**src/rtl/shared_reg_arbiter.sv**
```systemverilog
// -----------------------------------------------------------------------------
// shared_reg_arbiter
//
// Round-robin arbiter and write sequencer for one shared WIDTH-bit register.
// NREQ requesters compete for write ownership. The winner holds a registered
// one-hot grant. It may write the register on up to MAX_BURST consecutive
// edges, as long as it keeps its request high.
//
// Handshake: a requester raises req[i] and keeps it high until gnt[i] is seen.
// The grant edge itself never writes q. Each following edge with req[owner]=1
// writes lane 'owner' into q. Dropping req[owner], or reaching the burst cap,
// releases the grant. After a release there is always at least one cycle with
// gnt=0 before the next grant.
//
// Ports:
//   clk    - rising-edge clock
//   reset  - asynchronous, active-low reset
//   req    - per-requester write request, bit i = requester i
//   wdata  - write data, lane i = wdata[i*WIDTH +: WIDTH]
//   gnt    - registered one-hot grant, all-zero when idle
//   owner  - index of the current or most recent grantee
//   busy   - high while a grant is held (equals |gnt)
//   q      - shared register contents
// -----------------------------------------------------------------------------
module shared_reg_arbiter #(
    parameter int NREQ      = 4,
    parameter int WIDTH     = 8,
    parameter int MAX_BURST = 4
) (
    input  logic                     clk,
    input  logic                     reset,
    input  logic [NREQ-1:0]          req,
    input  logic [NREQ*WIDTH-1:0]    wdata,
    output logic [NREQ-1:0]          gnt,
    output logic [$clog2(NREQ)-1:0]  owner,
    output logic                     busy,
    output logic [WIDTH-1:0]         q
);

    localparam int OW = $clog2(NREQ);
    // Keep the counter at least one bit wide when MAX_BURST is 1.
    localparam int CW = (MAX_BURST > 1) ? $clog2(MAX_BURST) : 1;

    typedef enum logic {
        IDLE  = 1'b0,
        GRANT = 1'b1
    } state_t;

    state_t              state_q, state_d;
    logic [NREQ-1:0]     gnt_q,   gnt_d;
    logic [OW-1:0]       owner_q, owner_d;
    logic                busy_q,  busy_d;
    logic [WIDTH-1:0]    q_q,     q_d;
    logic [OW-1:0]       ptr_q,   ptr_d;
    logic [CW-1:0]       cnt_q,   cnt_d;

    logic                found;
    logic [OW-1:0]       sel;
    logic                owner_req;
    logic [WIDTH-1:0]    owner_lane;
    logic [OW-1:0]       next_ptr;

    // Round-robin scan: ptr, ptr+1, ... wrapping modulo NREQ. The first hit wins.
    always_comb begin
        found = 1'b0;
        sel   = '0;
        for (int i = 0; i < NREQ; i++) begin
            int idx;
            idx = int'(ptr_q) + i;
            if (idx >= NREQ) begin
                idx = idx - NREQ;
            end
            if (!found && req[idx]) begin
                found = 1'b1;
                sel   = OW'(idx);
            end
        end
    end

    // Request and data lane of the current owner.
    always_comb begin
        owner_req  = 1'b0;
        owner_lane = '0;
        for (int i = 0; i < NREQ; i++) begin
            if (owner_q == OW'(i)) begin
                owner_req  = req[i];
                owner_lane = wdata[i*WIDTH +: WIDTH];
            end
        end
    end

    assign next_ptr = (owner_q == OW'(NREQ - 1)) ? '0 : owner_q + OW'(1);

    always_comb begin
        state_d = state_q;
        gnt_d   = gnt_q;
        owner_d = owner_q;
        busy_d  = busy_q;
        q_d     = q_q;
        ptr_d   = ptr_q;
        cnt_d   = cnt_q;

        case (state_q)
            IDLE: begin
                if (found) begin
                    state_d    = GRANT;
                    gnt_d      = '0;
                    gnt_d[sel] = 1'b1;
                    owner_d    = sel;
                    busy_d     = 1'b1;
                    cnt_d      = '0;
                end
            end

            GRANT: begin
                // A release happens when the owner stops requesting, or after
                // its MAX_BURST-th write. The counter is cleared on release, so
                // it never holds a value above MAX_BURST-1.
                if (owner_req) begin
                    q_d   = owner_lane;
                    cnt_d = cnt_q + CW'(1);
                end
                if (!owner_req || (cnt_q == CW'(MAX_BURST - 1))) begin
                    state_d = IDLE;
                    gnt_d   = '0;
                    busy_d  = 1'b0;
                    ptr_d   = next_ptr;
                    cnt_d   = '0;
                end
            end

            default: begin
                state_d = IDLE;
                gnt_d   = '0;
                busy_d  = 1'b0;
                cnt_d   = '0;
            end
        endcase
    end

    always_ff @(posedge clk or negedge reset) begin
        if (!reset) begin
            state_q <= IDLE;
            gnt_q   <= '0;
            owner_q <= '0;
            busy_q  <= 1'b0;
            q_q     <= '0;
            ptr_q   <= '0;
            cnt_q   <= '0;
        end else begin
            state_q <= state_d;
            gnt_q   <= gnt_d;
            owner_q <= owner_d;
            busy_q  <= busy_d;
            q_q     <= q_d;
            ptr_q   <= ptr_d;
            cnt_q   <= cnt_d;
        end
    end

    assign gnt   = gnt_q;
    assign owner = owner_q;
    assign busy  = busy_q;
    assign q     = q_q;

endmodule
```
**config.mk**
```make
export PLATFORM = sky130hd
export DESIGN_NAME = shared_reg_arbiter
export DESIGN_NICKNAME = d
export VERILOG_FILES = /design/src/rtl/shared_reg_arbiter.sv
export SDC_FILE = /design/constraint.sdc
export NUM_CORES = 1
export LEC_CHECK = 0
export ABC_AREA = 1
export BUFFER_PORTS_ARGS = -buffer_cell sky130_fd_sc_hd__buf_4
export CAP_MARGIN = 10
export CELL_PAD_IN_SITES_DETAIL_PLACEMENT = 2
export CELL_PAD_IN_SITES_GLOBAL_PLACEMENT = 2
export CORE_MARGIN = 5
export CORE_UTILIZATION = 26
export DETAILED_ROUTE_END_ITERATION = 8
export GPL_ROUTABILITY_DRIVEN = 1
export GPL_TIMING_DRIVEN = 0
export PLACE_DENSITY = 0.81
export SETUP_SLACK_MARGIN = 0.05
export SYNTH_ARGS = -nofsm -noshare
export SYNTH_HDL_FRONTEND = slang
export SYNTH_SLANG_ARGS = --single-unit
```
**constraint.sdc**
```tcl
create_clock -name clk -period 1.9 [get_ports clk]
set_clock_uncertainty 0.1 [all_clocks]
set_input_delay 0.285 -clock clk [delete_from_list [all_inputs] [get_ports clk]]
set_output_delay 0.285 -clock clk [all_outputs]
set_load 0.02 [all_outputs]
```
==> results by group <==
Status
  • Status: finished, final reports clean

Timing
  • Tmin final: roughly 1.9 ns
  • Fin crit share: between 90% and 100%
  • Max Slew Vio Count: 0
  • Worst setup margin: approximately 0.032 ns
  • Worst slew pin tran: slightly above 0.5 ns
  • RSZ-0062 raised after global routing: yes
  • Max frequency: 0.535 GHz
  • Fin. Hold Viols: 0
  • Setup Viol. Count Final: 0
  • Setup TNS: 0 ns
  • Max-slew headroom: 66.5%

Synth
  • Post-synthesis register bit count: 20
  • Syn_area_per_cell: between 6 and 7 um^2
  • Mapped cell area: between 1000 and 1500 um^2
  • Seq/Total Area, Yosys: between 30% and 40%
  • Post-Syn Instances: roughly 220
  • Syn nets: approximately 260
  • Syn. warnings: 0
  • Synth cell types: 28

Cells and area
  • Final layout net count: 325
  • Fillers: roughly 650
  • Most common cell after layout, fill and taps aside: nand2_1
  • Finished Layout Cells: about 350
  • Fraction of layout cells with a size suffix above 1: 42.3%
  • Diodes inserted: 0
  • Area Overhead vs Synth: 55.1%
  • Post-route core utilization: between 40% and 50%
  • Commonest cells after routing, fill and taps aside: nand2_1, buf_4, inv_1, nand3_1, dfrtp_1

GRT
  • Number of global-route vias before repair: between 1.5k and 2k
  • Total GRT Usage: roughly 16%
  • Global-route wire length before repair: 9.27 mm
  • GR Overflow Total: 0
  • Initial antenna violation count: 0
  • Largest net degree at the start of global routing: 21

Power and ir drop
  • Net Sw Frac: just over 50%
  • Clock Power Share: under 10%
  • Pint: 0.00212 W
  • Pwr/cell area: 1900 nW/um^2
  • Comb power frac: between 70% and 80%
  • Part of the power in registers: approximately a fifth
  • Max VDD drop: about 0.00073 V
  • P_sw: 0.00227 W
  • Leak pwr: approximately 1.2 nW
  • Tot Pwr: about 0.0044 W

Die
  • IO Pins: 53
  • Die Ht: between 80 and 90 um
  • Starting Density: between 20% and 30%
  • DIE AREA: 7350 um^2
  • Rows: 27
  • Die Width: 85.7 um
  • Core area: approximately 5500 um^2

Critical path
  • Critical Path RT: a little under 2 ns
  • Reg2reg end: cnt_q[1]$_DFFE_PN0P_
  • CP Cell Sequence: buf_6 > ha_2 > a21oi_2 > nand2_2 > o21ai_4 > and2_4 > buf_8 > nand3_2 > o21ai_1
  • CP max FO: 5
  • Slowest cell on the critical path: dfrtp_2
  • CP endpoint kind: flop
  • Worst R2R Setup Slack: 0.03 ns
  • Worst reg-to-reg path cell count: 9
  • CP arrival: 1.95 ns
  • Startpoint types: flop
  • Reg2reg start: owner[0]$_DFFE_PN0P_
  • Buffers & Inverters on Critical Path: 2
  • Worst path top cell family by delay: flip-flops
  • WS Path Type: reg2reg
  • Slowest Stage Delay on Critical Path: 0.47 ns

Route
  • Residual DRC: 0
  • First DRT Iteration DRCs: 23
  • DRT Pass-1 Iters: 4
  • Antenna violation net count after detailed routing: 0
  • Via Count: approximately 1.7k
  • Total routed wirelength: just over 6 mm
  • Wire per inst: 17.6 um
  • Vias/cell: ~4.8

Clocking
  • CTS tree: done
  • H-tree depth: 1
  • Clk buf depth: 2
  • Clock Pin Slew Worst Setup and Hold Paths: ~0.080 ns
  • Clock root cell: clkbuf_8
  • CTS Buf Count: 3
  • Clk_lat worst skew: ~0.26 ns
  • Num Clock Sinks: 20

Placement
  • IO buf count: 52
  • Final GP Congestion: ~0.8
  • Placed Cells: 339
  • DP HPWL: around 4.2 mm
  • Pre-CTS setup slack: -0.146 ns

Worst hold path
  • Hold Crit Endpoint: q[5]$_DFFE_PN0P_
  • Worst hold-check path type: in2reg
  • Hold Startpoint: wdata[29]
  • Cells on Worst Hold Path: 3

Job
  • MaxCap Viol Count: 0
==> worst min-delay path: cells and delay by family <==
| family | cells | cell delay, ns |
|---|---|---|
| AOI/OAI and AO/OA | 2 | 0.15 |
| buffers and inverters | 1 | 0.08 |
==> registers in the layout (all words and copies together) (netlist names) <==
| signal | flops |
|---|---|
| ptr_q | 2 |
| busy | 1 |
| state_q | 1 |
| gnt | 4 |
| q | 8 |
| cnt_q | 2 |
| owner | 2 |
==> Yosys cell counts (all sizes together) <==
cell type  instances  area share (%)
nand4              2            0.84
nand2             84              22
dfrtp             20              34
a21boi             1            0.50
o211ai             8             4.0
nand3             25             8.7
clkinv             1            0.25
o21ai             15             5.3
buf                7             4.4
and2               1            0.42
a21o               8             4.0
ha                 5             4.2
clkbuf             1            0.25
a21oi              3             1.0
inv               25             6.3
nor2               9             4.0
==> routing by layer <==
layer,vias up,GRT usage [%],share of wire (%)
met5,-,0,0
met4,0,3.31,1.0
met3,7,2.11,3.3
met2,32,29.0,54
met1,826,19.2,41
li1,826,-,-
==> worst max-delay path by stage <==
stage / from / end / slack (ns) / cells past startpoint
floorplan: owner[1]$_DFFE_PN0P_ / cnt_q[0]$_DFFE_PN0P_ / 0.06 / 13
global placement: owner[1]$_DFFE_PN0P_ / cnt_q[1]$_DFFE_PN0P_ / -0.10 / 13
detailed placement: owner[1]$_DFFE_PN0P_ / cnt_q[0]$_DFFE_PN0P_ / -0.15 / 13
CTS: owner[0]$_DFFE_PN0P_ / cnt_q[0]$_DFFE_PN0P_ / 0.05 / 11
global route: ptr_q[0]$_DFFE_PN0P_ / gnt[1]$_DFFE_PN0P_ / -0.06 / 12
finish: owner[0]$_DFFE_PN0P_ / cnt_q[1]$_DFFE_PN0P_ / 0.03 / 9
==> logic make-up after synthesis <==
group / after synthesis / synth area share (%)
AND/OR/NAND/NOR: 121 / 36.2
adder cells (fa/ha/maj): 5 / 4.20
AO/OA/AOI/OAI: 35 / 14.9
buffers and inverters: 34 / 11.2
flip-flops: 20 / 33.6
==> area by class of cell <==
class                      count  area [um^2]  area share, %
multi-input combinational    163          998           43.2
sequential                    20          504           21.8
timing repair buffer          62          499           21.6
inverter                      26          105           4.55
tap                           72         90.1           3.90
buffer                         6         58.8           2.54
clock buffer                   4         55.1           2.38
==> metrics by stage <==
stage          instance area, um^2  hold slack (ns)
3_3_place_gp                  1970           0.0789
6_report                      2310            0.187
4_1_cts                       2160            0.182
2_1_floorplan                 1490           -0.111
5_1_grt                       2310            0.181
3_5_place_dp                  1970           0.0781
==> what timing repair did <==
action / in CTS / in global routing
endpoints found under the setup margin: 17 / 18
hold buffers: 1 / 0
endpoints found under the hold margin: 20 / 0
gates resized for setup: 18 / 36
pin swaps: 3 / 7
gates cloned: 2 / 1
setup buffers: 6 / 2
==> power by group through the flow <==
| stage | logic (W) | clock network (W) | registers (W) |
|---|---|---|---|
| floorplan | 0.00153 | 0 | 0.000894 |
| global placement | 0.00236 | 0 | 0.000754 |
| detailed placement | 0.00244 | 0 | 0.000769 |
| CTS | 0.00282 | 0.000335 | 0.000756 |
| global route | 0.00356 | 0.000359 | 0.000849 |
| finish | 0.00325 | 0.000327 | 0.000820 |
Power figures use the tool's default switching activity.
